### src/rtl/uart_tx_arb.sv
// uart_tx_arb
//   Round-robin packet arbiter that shares the UART send FIFO write port
//   among NREQ (2..8) requesters. Each granted packet goes out as:
//     0xA5, {5'b0,id}, length, payload[0..L-1] (, checksum)
//   Packets never interleave. Bytes are written through a registered
//   uart_send/uart_data port, so uart_full must be raised while at least
//   one FIFO entry is still free.
//
//   Optional feature macro: UART_ARB_CSUM_EN
//     defined   -> a trailing checksum byte (XOR of ID, length and payload
//                  bytes; sync byte excluded) ends every frame.
//     undefined -> no checksum state or register; the frame ends after the
//                  last payload byte (or after the length byte when L = 0).
//
// Ports
//   clk        data clock, shared with the UART send FIFO write side
//   rst        asynchronous reset, active low
//   req        per-requester packet pending
//   req_len    per-requester payload length, slice i = [8i+7:8i]
//   req_data   per-requester current payload byte (first-word-fall-through)
//   req_pop    per-requester advance strobe for req_data (combinational)
//   gnt        one-hot packet owner, zero while idle
//   uart_full  send FIFO almost-full (at most one entry free)
//   uart_send  registered write strobe into the send FIFO
//   uart_data  registered byte written when uart_send is high
//   busy       a packet is in progress

module uart_tx_arb #(
  parameter int unsigned NREQ = 4
) (
  input  logic              clk,
  input  logic              rst,
  input  logic [NREQ-1:0]   req,
  input  logic [NREQ*8-1:0] req_len,
  input  logic [NREQ*8-1:0] req_data,
  output logic [NREQ-1:0]   req_pop,
  output logic [NREQ-1:0]   gnt,
  input  logic              uart_full,
  output logic              uart_send,
  output logic [7:0]        uart_data,
  output logic              busy
);

  localparam logic [7:0] SYNC_BYTE = 8'hA5;

  typedef enum logic [2:0] {
    S_IDLE,
    S_SYNC,
    S_ID,
    S_LEN,
    S_DATA
`ifdef UART_ARB_CSUM_EN
    ,
    S_CSUM
`endif
  } state_t;

  // State after the last byte of the length/payload section.
`ifdef UART_ARB_CSUM_EN
  localparam state_t S_TAIL = S_CSUM;
`else
  localparam state_t S_TAIL = S_IDLE;
`endif

  state_t            state_q, state_d;
  logic [NREQ-1:0]   gnt_q, gnt_d;
  logic [2:0]        id_q, id_d;
  logic [2:0]        last_q, last_d;
  logic [7:0]        len_q, len_d;
  logic [7:0]        cnt_q, cnt_d;
  logic              send_q, send_d;
  logic [7:0]        data_q, data_d;
`ifdef UART_ARB_CSUM_EN
  logic [7:0]        csum_q, csum_d;
`endif

  // Round-robin winner search and operand muxes.
  logic              win_found;
  logic [2:0]        win_idx;
  logic [7:0]        win_len;
  logic [7:0]        cur_byte;
  int unsigned       cand;

  always_comb begin
    win_found = 1'b0;
    win_idx   = '0;
    cand      = 0;
    // Search starts one past the previous winner, so a requester that keeps
    // req high is served again only after every other pending requester.
    for (int unsigned k = 1; k <= NREQ; k++) begin
      cand = (32'(last_q) + k) % NREQ;
      if (!win_found && req[cand]) begin
        win_found = 1'b1;
        win_idx   = 3'(cand);
      end
    end
  end

  always_comb begin
    win_len = '0;
    for (int unsigned i = 0; i < NREQ; i++) begin
      if (win_idx == 3'(i)) begin
        win_len = req_len[i*8 +: 8];
      end
    end
  end

  always_comb begin
    cur_byte = '0;
    for (int unsigned i = 0; i < NREQ; i++) begin
      if (id_q == 3'(i)) begin
        cur_byte = req_data[i*8 +: 8];
      end
    end
  end

  // Next-state and datapath. Every emitting state stalls as a whole while
  // uart_full is high, so no byte is lost or duplicated on resume.
  always_comb begin
    state_d = state_q;
    gnt_d   = gnt_q;
    id_d    = id_q;
    last_d  = last_q;
    len_d   = len_q;
    cnt_d   = cnt_q;
    send_d  = 1'b0;
    data_d  = data_q;
`ifdef UART_ARB_CSUM_EN
    csum_d  = csum_q;
`endif

    unique case (state_q)
      S_IDLE: begin
`ifdef UART_ARB_CSUM_EN
        csum_d = '0;
`endif
        gnt_d = '0;
        if (win_found) begin
          for (int unsigned i = 0; i < NREQ; i++) begin
            gnt_d[i] = (win_idx == 3'(i));
          end
          id_d    = win_idx;
          last_d  = win_idx;
          len_d   = win_len;
          state_d = S_SYNC;
        end
      end

      S_SYNC: begin
        if (!uart_full) begin
          send_d  = 1'b1;
          data_d  = SYNC_BYTE;
          state_d = S_ID;
        end
      end

      S_ID: begin
        if (!uart_full) begin
          send_d  = 1'b1;
          data_d  = {5'b0, id_q};
`ifdef UART_ARB_CSUM_EN
          csum_d  = csum_q ^ {5'b0, id_q};
`endif
          state_d = S_LEN;
        end
      end

      S_LEN: begin
        if (!uart_full) begin
          send_d = 1'b1;
          data_d = len_q;
`ifdef UART_ARB_CSUM_EN
          csum_d = csum_q ^ len_q;
`endif
          cnt_d  = len_q;
          if (len_q == 8'd0) begin
            state_d = S_TAIL;
          end else begin
            state_d = S_DATA;
          end
        end
      end

      S_DATA: begin
        // req_pop is asserted combinationally under the same condition, so
        // the byte captured here and the requester's advance share an edge.
        if (!uart_full) begin
          send_d = 1'b1;
          data_d = cur_byte;
`ifdef UART_ARB_CSUM_EN
          csum_d = csum_q ^ cur_byte;
`endif
          cnt_d  = cnt_q - 8'd1;
          if (cnt_q == 8'd1) begin
            state_d = S_TAIL;
          end
        end
      end

`ifdef UART_ARB_CSUM_EN
      S_CSUM: begin
        if (!uart_full) begin
          send_d  = 1'b1;
          data_d  = csum_q;
          state_d = S_IDLE;
        end
      end
`endif

      default: begin
        state_d = S_IDLE;
      end
    endcase

    // Ownership ends on the same edge that returns to IDLE.
    if (state_q != S_IDLE && state_d == S_IDLE) begin
      gnt_d = '0;
    end
  end

  always_ff @(posedge clk or negedge rst) begin
    if (!rst) begin
      state_q <= S_IDLE;
      gnt_q   <= '0;
      id_q    <= '0;
      last_q  <= 3'(NREQ - 1);
      len_q   <= '0;
      cnt_q   <= '0;
      send_q  <= 1'b0;
      data_q  <= '0;
`ifdef UART_ARB_CSUM_EN
      csum_q  <= '0;
`endif
    end else begin
      state_q <= state_d;
      gnt_q   <= gnt_d;
      id_q    <= id_d;
      last_q  <= last_d;
      len_q   <= len_d;
      cnt_q   <= cnt_d;
      send_q  <= send_d;
      data_q  <= data_d;
`ifdef UART_ARB_CSUM_EN
      csum_q  <= csum_d;
`endif
    end
  end

  always_comb begin
    req_pop = '0;
    if (state_q == S_DATA && !uart_full) begin
      req_pop = gnt_q;
    end
  end

  assign gnt       = gnt_q;
  assign busy      = (state_q != S_IDLE);
  assign uart_send = send_q;
  assign uart_data = data_q;

endmodule

### config.mk
export PLATFORM = sky130hd
export DESIGN_NAME = uart_tx_arb
export DESIGN_NICKNAME = d
export VERILOG_FILES = /design/src/rtl/uart_tx_arb.sv
export SDC_FILE = /design/constraint.sdc
export NUM_CORES = 1
export LEC_CHECK = 0
export ABC_AREA = 0
export CORE_UTILIZATION = 35
export CTS_BUF_LIST = sky130_fd_sc_hd__clkbuf_16
export CTS_CLUSTER_DIAMETER = 150
export DETAILED_ROUTE_END_ITERATION = 12
export PLACE_DENSITY = 0.66
export SYNTH_ARGS = -nofsm -noshare
export SYNTH_HDL_FRONTEND = slang
export SYNTH_SLANG_ARGS = --single-unit
export TNS_END_PERCENT = 1
### constraint.sdc
create_clock -name clk -period 5.78 [get_ports clk]
set_clock_uncertainty 0.15 [all_clocks]
set_input_delay 0.867 -clock clk [delete_from_list [all_inputs] [get_ports clk]]
set_output_delay 0.867 -clock clk [all_outputs]
set_load 0.1 [all_outputs]
==> results.md, run 1 <==
- Status: complete, but fails checks
- Failing checks: design-rule violations
- PostCTS Resize Cnt: 0
- Final setup viols: 0
- Worst IR Drop VDD: 0.000211 V
- DRT iter0 DRCs: 77
- Die height: 83.9 um
- Largest area contributor in the netlist: dfrtp_1
- Top Ports: 89
- Pwr Total: 0.00177 W
- Crit Path Class: in -> out
- Clock transition at path regs: 0.05 ns
- Initial antenna violation count: 0
- Max-slew violations: 0
- Comb pwr share: 0.557
- Fraction of layout cells with a size suffix above 1: 0.0966
- Sequential fraction of design power: 0.302
- Die Wd: 83.9 um
- Post-synthesis cell area: 2350 um^2
- Hold Path Class: reg -> reg
- Clk sinks: 36
- Remaining DRCs: 4
- Total GRT Usage: 0.196
- Number of flops mapped to enable cells by yosys: 0
- Post-DP HPWL: 4920 um
- # diodes: 0
- Drt wl/cell: 16.6 um
- Synth cell types: 53
- Pin count of the biggest net entering global routing: 37
- Leak: 1.36 nW
- Vias in the first global route: 2,267
- Avg Cell Area, Syn: 9.83 um^2
- Share of synthesized registers carrying an async set or reset: 1.00
- Synth Register Bits: 36
- CTS tree: done
- Internal power: 0.000914 W
- RSZ-0062 raised after global routing: false
- Clock power share: 0.141
- Slew @ Worst Pin: 1.15 ns
- Fmax: 255 MHz
- Nets: 394
- First-pass GRT wire length: 10,900 um
- Final hold vios: 0
- Fin Setup TNS: 0 ns
- WP data required: 4.76 ns
- Rows: 29
- Synth Warn #: 0
- Post-synthesis sequential area ratio: 0.384
- Placer Congestion: 0.762
- Vias: 2,208
- Die Area: 7050 um^2
- Core Box Area: 6420 um^2
- Port Buffers: 88
- DR vias/cell: 5.55
- Root Buffer: clkbuf_16
- CP Launch Type: primary input
- Max_cap viols: 0
- Pre-Repair DR Iteration Count: 8
- Total gr overflow: 0
- Worst hold margin: 0.331 ns
- Post-CTS setup buffer count: 0
- Synthesized Nets: 312
- Final worst-path cycle share: 0.679
- Synth top area cells: dfrtp_1 (36%), mux4_2 (7.7%), nor2_1 (4.5%)
- Power per cell area: 524 nW/um^2
- Critical Path Fanout Max: 29
- Clk Latency, worst-skew pair: 0.28 ns
- Post-CTS Hold Buffers: 0
- Clock Path Buffers: 2
- Final wirelength: 6620 um
- Nature of the critical path endpoint: primary output
- Psw: 0.000856 W
- WP data arrival: 2.91 ns
- Switching Fraction: 0.484
- Main synth FF type: dfrtp_1
- Antenna Nets Post-Route: 0
- Final min period: 3.92 ns
- P&R area growth vs syn: 43.8%
- CTS Buf Count: 5
- Synth Instances: 239
- Share of the synthesized area in the top cell type: 0.362
- H-tree depth: 2
- Initial core utilization: 0.366
- Slew headroom: 0.236
==> cell type report <==
cell class                      count  area (um^2)
Fill cell                         588         3040
Multi-Input combinational cell    179         1310
Sequential cell                    36          903
Timing Repair Buffer               91          903
Clock buffer                        5          125
Tap cell                           77         96.3
Inverter                            8         30.0
Clock inverter                      2         7.51
==> path summary, 6_finish.rpt <==
kind	endpoint	slack, ns	from	cells after the start
setup reg to reg	len_q[1]	3.37	last_q[1]	4
setup / recovery	req_pop[3]	1.86	uart_full	4
hold / removal	uart_data[4]	0.33	uart_data[4]	2
max in group asynchronous	last_q[0]	4.25	rst	2
hold reg to reg	uart_data[4]	0.33	uart_data[4]	2
min in group asynchronous	len_q[3]	0.87	rst	2
==> synth_stat cells (all sizes together), types with 3 or more instances <==
| library cell | number |
|---|---|
| inv | 8 |
| mux4 | 8 |
| buf | 11 |
| nand3 | 3 |
| nand2 | 24 |
| a21oi | 15 |
| o21ai | 10 |
| clkbuf | 5 |
| a21o | 3 |
| a22oi | 11 |
| o22a | 11 |
| nor2b | 3 |
| nor3b | 5 |
| mux2i | 9 |
| nor3 | 3 |
| o32ai | 3 |
| dfrtp | 34 |
| o221ai | 6 |
| nor2 | 30 |
==> metal layers <==
metal,GRT usage,wire length [um],vias up
met5,0,0,-
met4,0.0611,77,0
met3,0.0356,308,9
met2,0.329,3210,75
met1,0.255,3020,1065
li1,-,-,1059
==> cell families after synthesis <==
| family | Yosys count | share of synthesized area |
|---|---|---|
| flip-flops | 36 | 0.384 |
| AO/OA/AOI/OAI | 79 | 0.257 |
| multiplexers | 19 | 0.125 |
| AND/OR/NAND/NOR | 78 | 0.163 |
| XOR/XNOR | 1 | 0.00373 |
| buffers and inverters | 24 | 0.0564 |
| adder cells (fa/ha/maj) | 2 | 0.0106 |
==> critical path, stage by stage <==
cell	delay, ns
clkdlybuf4s50_1	0.40
buf_4	0.23
nor3b_1	0.22
clkdlybuf4s50_1	1.17
==> flip-flops by register name, indices dropped and copies added, names as in the netlist <==
| signal | cells |
|---|---|
| state_q | 3 |
| cnt_q | 8 |
| id_q | 2 |
| gnt | 4 |
| uart_data | 8 |
| last_q | 2 |
| uart_send | 1 |
| len_q | 8 |
==> through the flow <==
step | instance area [um^2] | setup slack [ns] | std cells | utilization
3_3_place_gp | 3250 | 1.90 | 391 | 0.506
5_1_grt | 3380 | 1.77 | 398 | 0.526
4_1_cts | 3380 | 1.85 | 398 | 0.526
2_1_floorplan | 2350 | 1.29 | 239 | -
6_report | 3380 | 1.86 | 398 | 0.526
3_5_place_dp | 3250 | 1.86 | 391 | 0.506
==> cell usage in the layout, fill, tap and decap left out, types with 3 or more instances in the layout <==
cell type | synthesis | layout
mux4_2 | 8 | 8
nor2_1 | 28 | 28
nand2_1 | 24 | 24
buf_4 | 0 | 3
o22a_1 | 11 | 11
a21oi_1 | 14 | 14
a21o_1 | 3 | 3
nor3_1 | 3 | 3
clkbuf_16 | 0 | 5
clkdlybuf4s50_1 | 0 | 88
o221ai_1 | 6 | 6
nand3_1 | 3 | 3
mux2i_1 | 9 | 9
a22oi_1 | 11 | 11
nor2b_1 | 3 | 3
nor3b_1 | 5 | 5
inv_1 | 8 | 8
dfrtp_1 | 34 | 34
o21ai_0 | 8 | 8
==> power by group through the flow <==
stage	Clock (W)	Combinational (W)	Sequential (W)
3_5_place_dp	0	0.000987	0.000535
4_1_cts	0.000254	0.000991	0.000531
2_1_floorplan	0	0.000607	0.000666
3_3_place_gp	0	0.000972	0.000533
5_1_grt	0.000263	0.00106	0.000554
6_report	0.000250	0.000986	0.000534
No activity file was read; power rests on OpenSTA's default activity.
==> inputs of run 2 (changes only) <==
==> constraint.sdc (replaced) <==
create_clock -name clk -period 4.08 [get_ports clk]
set_clock_uncertainty 0.15 [all_clocks]
set_input_delay 0.612 -clock clk [delete_from_list [all_inputs] [get_ports clk]]
set_output_delay 0.612 -clock clk [all_outputs]
set_load 0.1 [all_outputs]
==> run 2 against run 1 <==
  * The run still ends with design-rule violations left
  * Die area unchanged
  * Clock power grew 41%
  * Critical path depth is 2 lower
  * Flip-flop and latch count stayed put
  * Utilization barely moved
  * Cell count is 0.50% higher
  * Power grew 41%
  * Hold slack worse by 0.0038 ns
  * Largest cell class unchanged
==> results.md, run 2 (same netlist as run 1, synthesis figures left out) <==
- WP data arrival: 2.21 ns
- Post-CTS setup buffer count: 0
- Fin Setup TNS: 0 ns
- Total GRT Usage: 0.199
- Worst hold margin: 0.327 ns
- Fmax: 336 MHz
- WP data required: 3.32 ns
- Clk Latency, worst-skew pair: 0.27 ns
- Status: complete, but fails checks
- Core Box Area: 6420 um^2
- Max-slew violations: 0
- Final wirelength: 6630 um
- Vias in the first global route: 2,286
- DR vias/cell: 5.55
- DRT iter0 DRCs: 149
- Nature of the critical path endpoint: primary output
- Final setup viols: 0
- Clock transition at path regs: 0.05 ns
- Failing checks: design-rule violations
- Pin count of the biggest net entering global routing: 37
- # diodes: 0
- Worst IR Drop VDD: 0.000308 V
- Post-DP HPWL: 5010 um
- CTS Buf Count: 5
- Remaining DRCs: 4
- P&R area growth vs syn: 43.9%
- Post-CTS Hold Buffers: 0
- Die height: 83.9 um
- Top Ports: 89
- Nets: 395
- Initial antenna violation count: 0
- Die Wd: 83.9 um
- Port Buffers: 88
- Final hold vios: 0
- Fraction of layout cells with a size suffix above 1: 0.111
- Most common cell after layout, fill and taps aside: clkdlybuf4s50_1
- Hold Path Class: reg -> reg
- Rows: 29
- Most frequent cells in the layout: clkdlybuf4s50_1 (84), dfrtp_1 (34), nor2_1 (28), nand2_1 (24), a21oi_1 (14)
- Antenna Nets Post-Route: 0
- Clock Path Buffers: 2
- PostCTS Resize Cnt: 0
- Power per cell area: 740 nW/um^2
- Final min period: 2.97 ns
- Vias: 2,221
- Total gr overflow: 0
- Die Area: 7050 um^2
- CTS tree: done
- Leak: 1.38 nW
- First-pass GRT wire length: 11,200 um
- Pwr Total: 0.00250 W
- Clk sinks: 36
- Pre-Repair DR Iteration Count: 9
- Initial core utilization: 0.366
- Crit Path Class: reg -> out
- Placer Congestion: 0.775
- Max_cap viols: 0
- CP Launch Type: flip-flop
- RSZ-0062 raised after global routing: false
- Drt wl/cell: 16.6 um
- H-tree depth: 2
- Root Buffer: clkbuf_16
- Slew @ Worst Pin: 0.982 ns
- Slew headroom: 0.343
- Final worst-path cycle share: 0.729
- Critical Path Fanout Max: 13
## run 2: cell types whose count changed in the layout (fill, tap and decap cells not counted), sizes merged
cell           delta
clkdlybuf4s50     -4
inv               +2
buf               +5
clkinv            -1
## run 2: through the flow
step	cell area (um^2)	utilization	instances	setup WS [ns]
finish	3380	0.526	400	1.11
global route	3380	0.526	400	1.06
CTS	3380	0.526	400	1.10
detailed placement	3240	0.505	392	1.33
global placement	3240	0.505	392	1.37
floorplan	2350	-	239	0.0922
## run 2: area by class of cell
| class | count | area [um^2] |
|---|---|---|
| flip-flops and latches | 36 | 903 |
| fillers | 581 | 3040 |
| clock buffers | 5 | 125 |
| clock inverters | 3 | 11.3 |
| multi-input cells | 179 | 1310 |
| repair buffers | 92 | 901 |
| well taps | 77 | 96.3 |
| inverters | 8 | 30.0 |
## run 2: worst max-delay path, cell delays in order (launching register included)
cell and delay, ns:
dfrtp_1 0.50, or3_4 0.45, clkdlybuf4s50_1 0.98
## run 2: final timing paths
path	from	endpoint	slack [ns]	cells after the start
min	uart_data[3]	uart_data[3]	0.33	2
min reg2reg	uart_data[3]	uart_data[3]	0.33	2
max reg2reg	state_q[1]	cnt_q[3]	1.96	5
max	state_q[0]	busy	1.11	2
max in group asynchronous	rst	last_q[1]	2.81	2
min in group asynchronous	rst	len_q[2]	0.61	2
## run 2: power breakdown
group	internal (W)	switching (W)
Sequential	0.000529	0.000222
Combinational	0.000550	0.000847
Clock	0.000219	0.000133
Total	0.00130	0.00120
## run 2: layer usage
layer	global-route usage	wire, um	vias to the layer above
li1	-	-	1063
met1	0.269	2970	1096
met2	0.336	3330	58
met3	0.0356	285	4
met4	0.0345	38	0
met5	0	0	-
==> inputs of run 3 (changes only) <==
==> constraint.sdc (replaced) <==
create_clock -name clk -period 2.9 [get_ports clk]
set_clock_uncertainty 0.15 [all_clocks]
set_input_delay 0.435 -clock clk [delete_from_list [all_inputs] [get_ports clk]]
set_output_delay 0.435 -clock clk [all_outputs]
set_load 0.1 [all_outputs]
==> run 3 against run 2 <==
  * The flow still finishes with violations (design-rule violations)
  * Die area is the same
  * Largest power group unchanged
  * Via count grew 2.7%
  * Register-to-register slack lost 1.2 ns
  * Hold slack gained 0.0054 ns
  * Combinational power grew 41%
  * Critical endpoint is now req_pop[1]
  * Critical path type is now in -> out
==> results.md, run 3 (same netlist as run 1, synthesis figures left out) <==
- Status: complete, but fails checks
- Failing checks: design-rule violations
- R2R setup slack: 0.76 ns
- Comb pwr share: 0.556
- H-tree depth: 2
- Psw: 0.00172 W
- Max_cap viols: 0
- Slew headroom: 0.597
- Sequential fraction of design power: 0.299
- Pre-Repair DR Iteration Count: 8
- Final hold vios: 0
- First-pass GRT wire length: 11,400 um
- Cell area after layout: 3430 um^2
- Clock transition at path regs: 0.05 ns
- Clk sinks: 36
- Critical Path Fanout Max: 11
- Slowest stage delay, CP: 0.67 ns
- DR vias/cell: 5.65
- Cells along the critical path: clkdlybuf4s50_1, nor3b_1, buf_12
- Post-DP HPWL: 5260 um
- Filler cell count: 576
- Post-CTS Hold Buffers: 0
- CTS tree: done
- WP data arrival: 1.79 ns
- Antenna Nets Post-Route: 0
- Post-DP Area: 3290 um^2
- Post-CTS setup buffer count: 0
- Pin count of the biggest net entering global routing: 37
- Final wirelength: 6880 um
- Initial core utilization: 0.366
- Worst IR Drop VDD: 0.000378 V
- Placer Congestion: 0.822
- Nets: 399
- CP Launch Type: primary input
- Slew @ Worst Pin: 0.596 ns
- Clock Path Buffers: 2
- Core Box Area: 6420 um^2
- Total gr overflow: 0
- Internal power: 0.00183 W
- Hold Path Class: reg -> reg
- DRT iter0 DRCs: 139
- Drt wl/cell: 17.0 um
- Clk Latency, worst-skew pair: 0.28 ns
- Die Wd: 83.9 um
- Port Buffers: 88
- Vias in the first global route: 2,338
- Final setup viols: 0
- Top Ports: 89
- Fraction of layout cells with a size suffix above 1: 0.174
- Fmax: 421 MHz
- WP data required: 2.32 ns
- P&R area growth vs syn: 46.1%
- Slowest cell on crit path: clkdlybuf4s50_1
- Leak: 1.42 nW
- Switching Fraction: 0.485
- Final min period: 2.37 ns
- RSZ-0062 raised after global routing: false
- Clock power share: 0.145
- Initial antenna violation count: 0
- Final core utilization: 0.535
- PostCTS Resize Cnt: 0
- Vias: 2,281
- Rows: 29
- CTS Buf Count: 5
- Root Buffer: clkbuf_16
- Nature of the critical path endpoint: primary output
- Most common cell after layout, fill and taps aside: clkdlybuf4s50_1
- Crit Path Class: in -> out
- Power per cell area: 1030 nW/um^2
- Max-slew violations: 0
- # diodes: 0
- Remaining DRCs: 4
- Die Area: 7050 um^2
- Final worst-path cycle share: 0.818
- Most frequent cells in the layout: clkdlybuf4s50_1 (70), dfrtp_1 (34), nor2_1 (28), nand2_1 (24), buf_4 (22)
- Die height: 83.9 um
- Total GRT Usage: 0.206
run 3: cell types whose count changed in the layout (fill, tap and decap cells not counted), moves of 2 or more:
cell / previous run / this run
buf_4: 8 / 22
clkdlybuf4s50_1: 84 / 70
buf_12: 0 / 4
clkinv_2: 0 / 2
inv_1: 10 / 8
run 3: critical path, delay by kind of cell:
family	cells	cell delay, ns
buffers and inverters	2	0.90
AND/OR/NAND/NOR	1	0.45
run 3: power groups by stage:
stage / Sequential [W] / Combinational, W / Clock [W]
after global placement: 0.00106 / 0.00195 / 0
after detailed placement: 0.00107 / 0.00197 / 0
after floorplan: 0.00133 / 0.00121 / 0
final: 0.00106 / 0.00198 / 0.000514
after global routing: 0.00110 / 0.00213 / 0.000545
after CTS: 0.00106 / 0.00198 / 0.000523
run 3: final cells by class:
class	count	area, um^2	share of cell area
tap	77	96.3	0.0281
clock inverter	3	13.8	0.00401
inverter	8	30.0	0.00875
timing repair buffer	96	946	0.276
multi-input combinational	179	1320	0.384
sequential	36	903	0.263
clock buffer	5	125	0.0364
run 3: routing by layer:
layer / track usage / vias up / part of all wire
met1: 0.271 / 1116 / 0.44
met5: 0 / - / 0
met3: 0.0445 / 14 / 0.054
met2: 0.338 / 78 / 0.49
met4: 0.0658 / 0 / 0.016
li1: - / 1073 / -
run 3: path summary, 6_finish.rpt:
path,from,endpoint,cells after the start
max,uart_full,req_pop[1],3
min,uart_data[4],uart_data[4],2
max reg2reg,last_q[1],len_q[5],5
min reg2reg,uart_data[4],uart_data[4],2
max in group asynchronous,rst,last_q[1],2
min in group asynchronous,rst,len_q[2],2
run 3: stage by stage:
stage | power (W) | setup slack, ns | std cells | hold WS (ns) | TNS [ns]
2_1_floorplan | 0.00254 | -0.911 | 239 | -0.0106 | -2.73
3_3_place_gp | 0.00301 | 0.379 | 396 | 0.316 | 0
3_5_place_dp | 0.00303 | 0.301 | 396 | 0.325 | 0
4_1_cts | 0.00356 | 0.527 | 404 | 0.340 | 0
5_1_grt | 0.00378 | 0.422 | 404 | 0.378 | 0
6_report | 0.00355 | 0.527 | 404 | 0.332 | 0
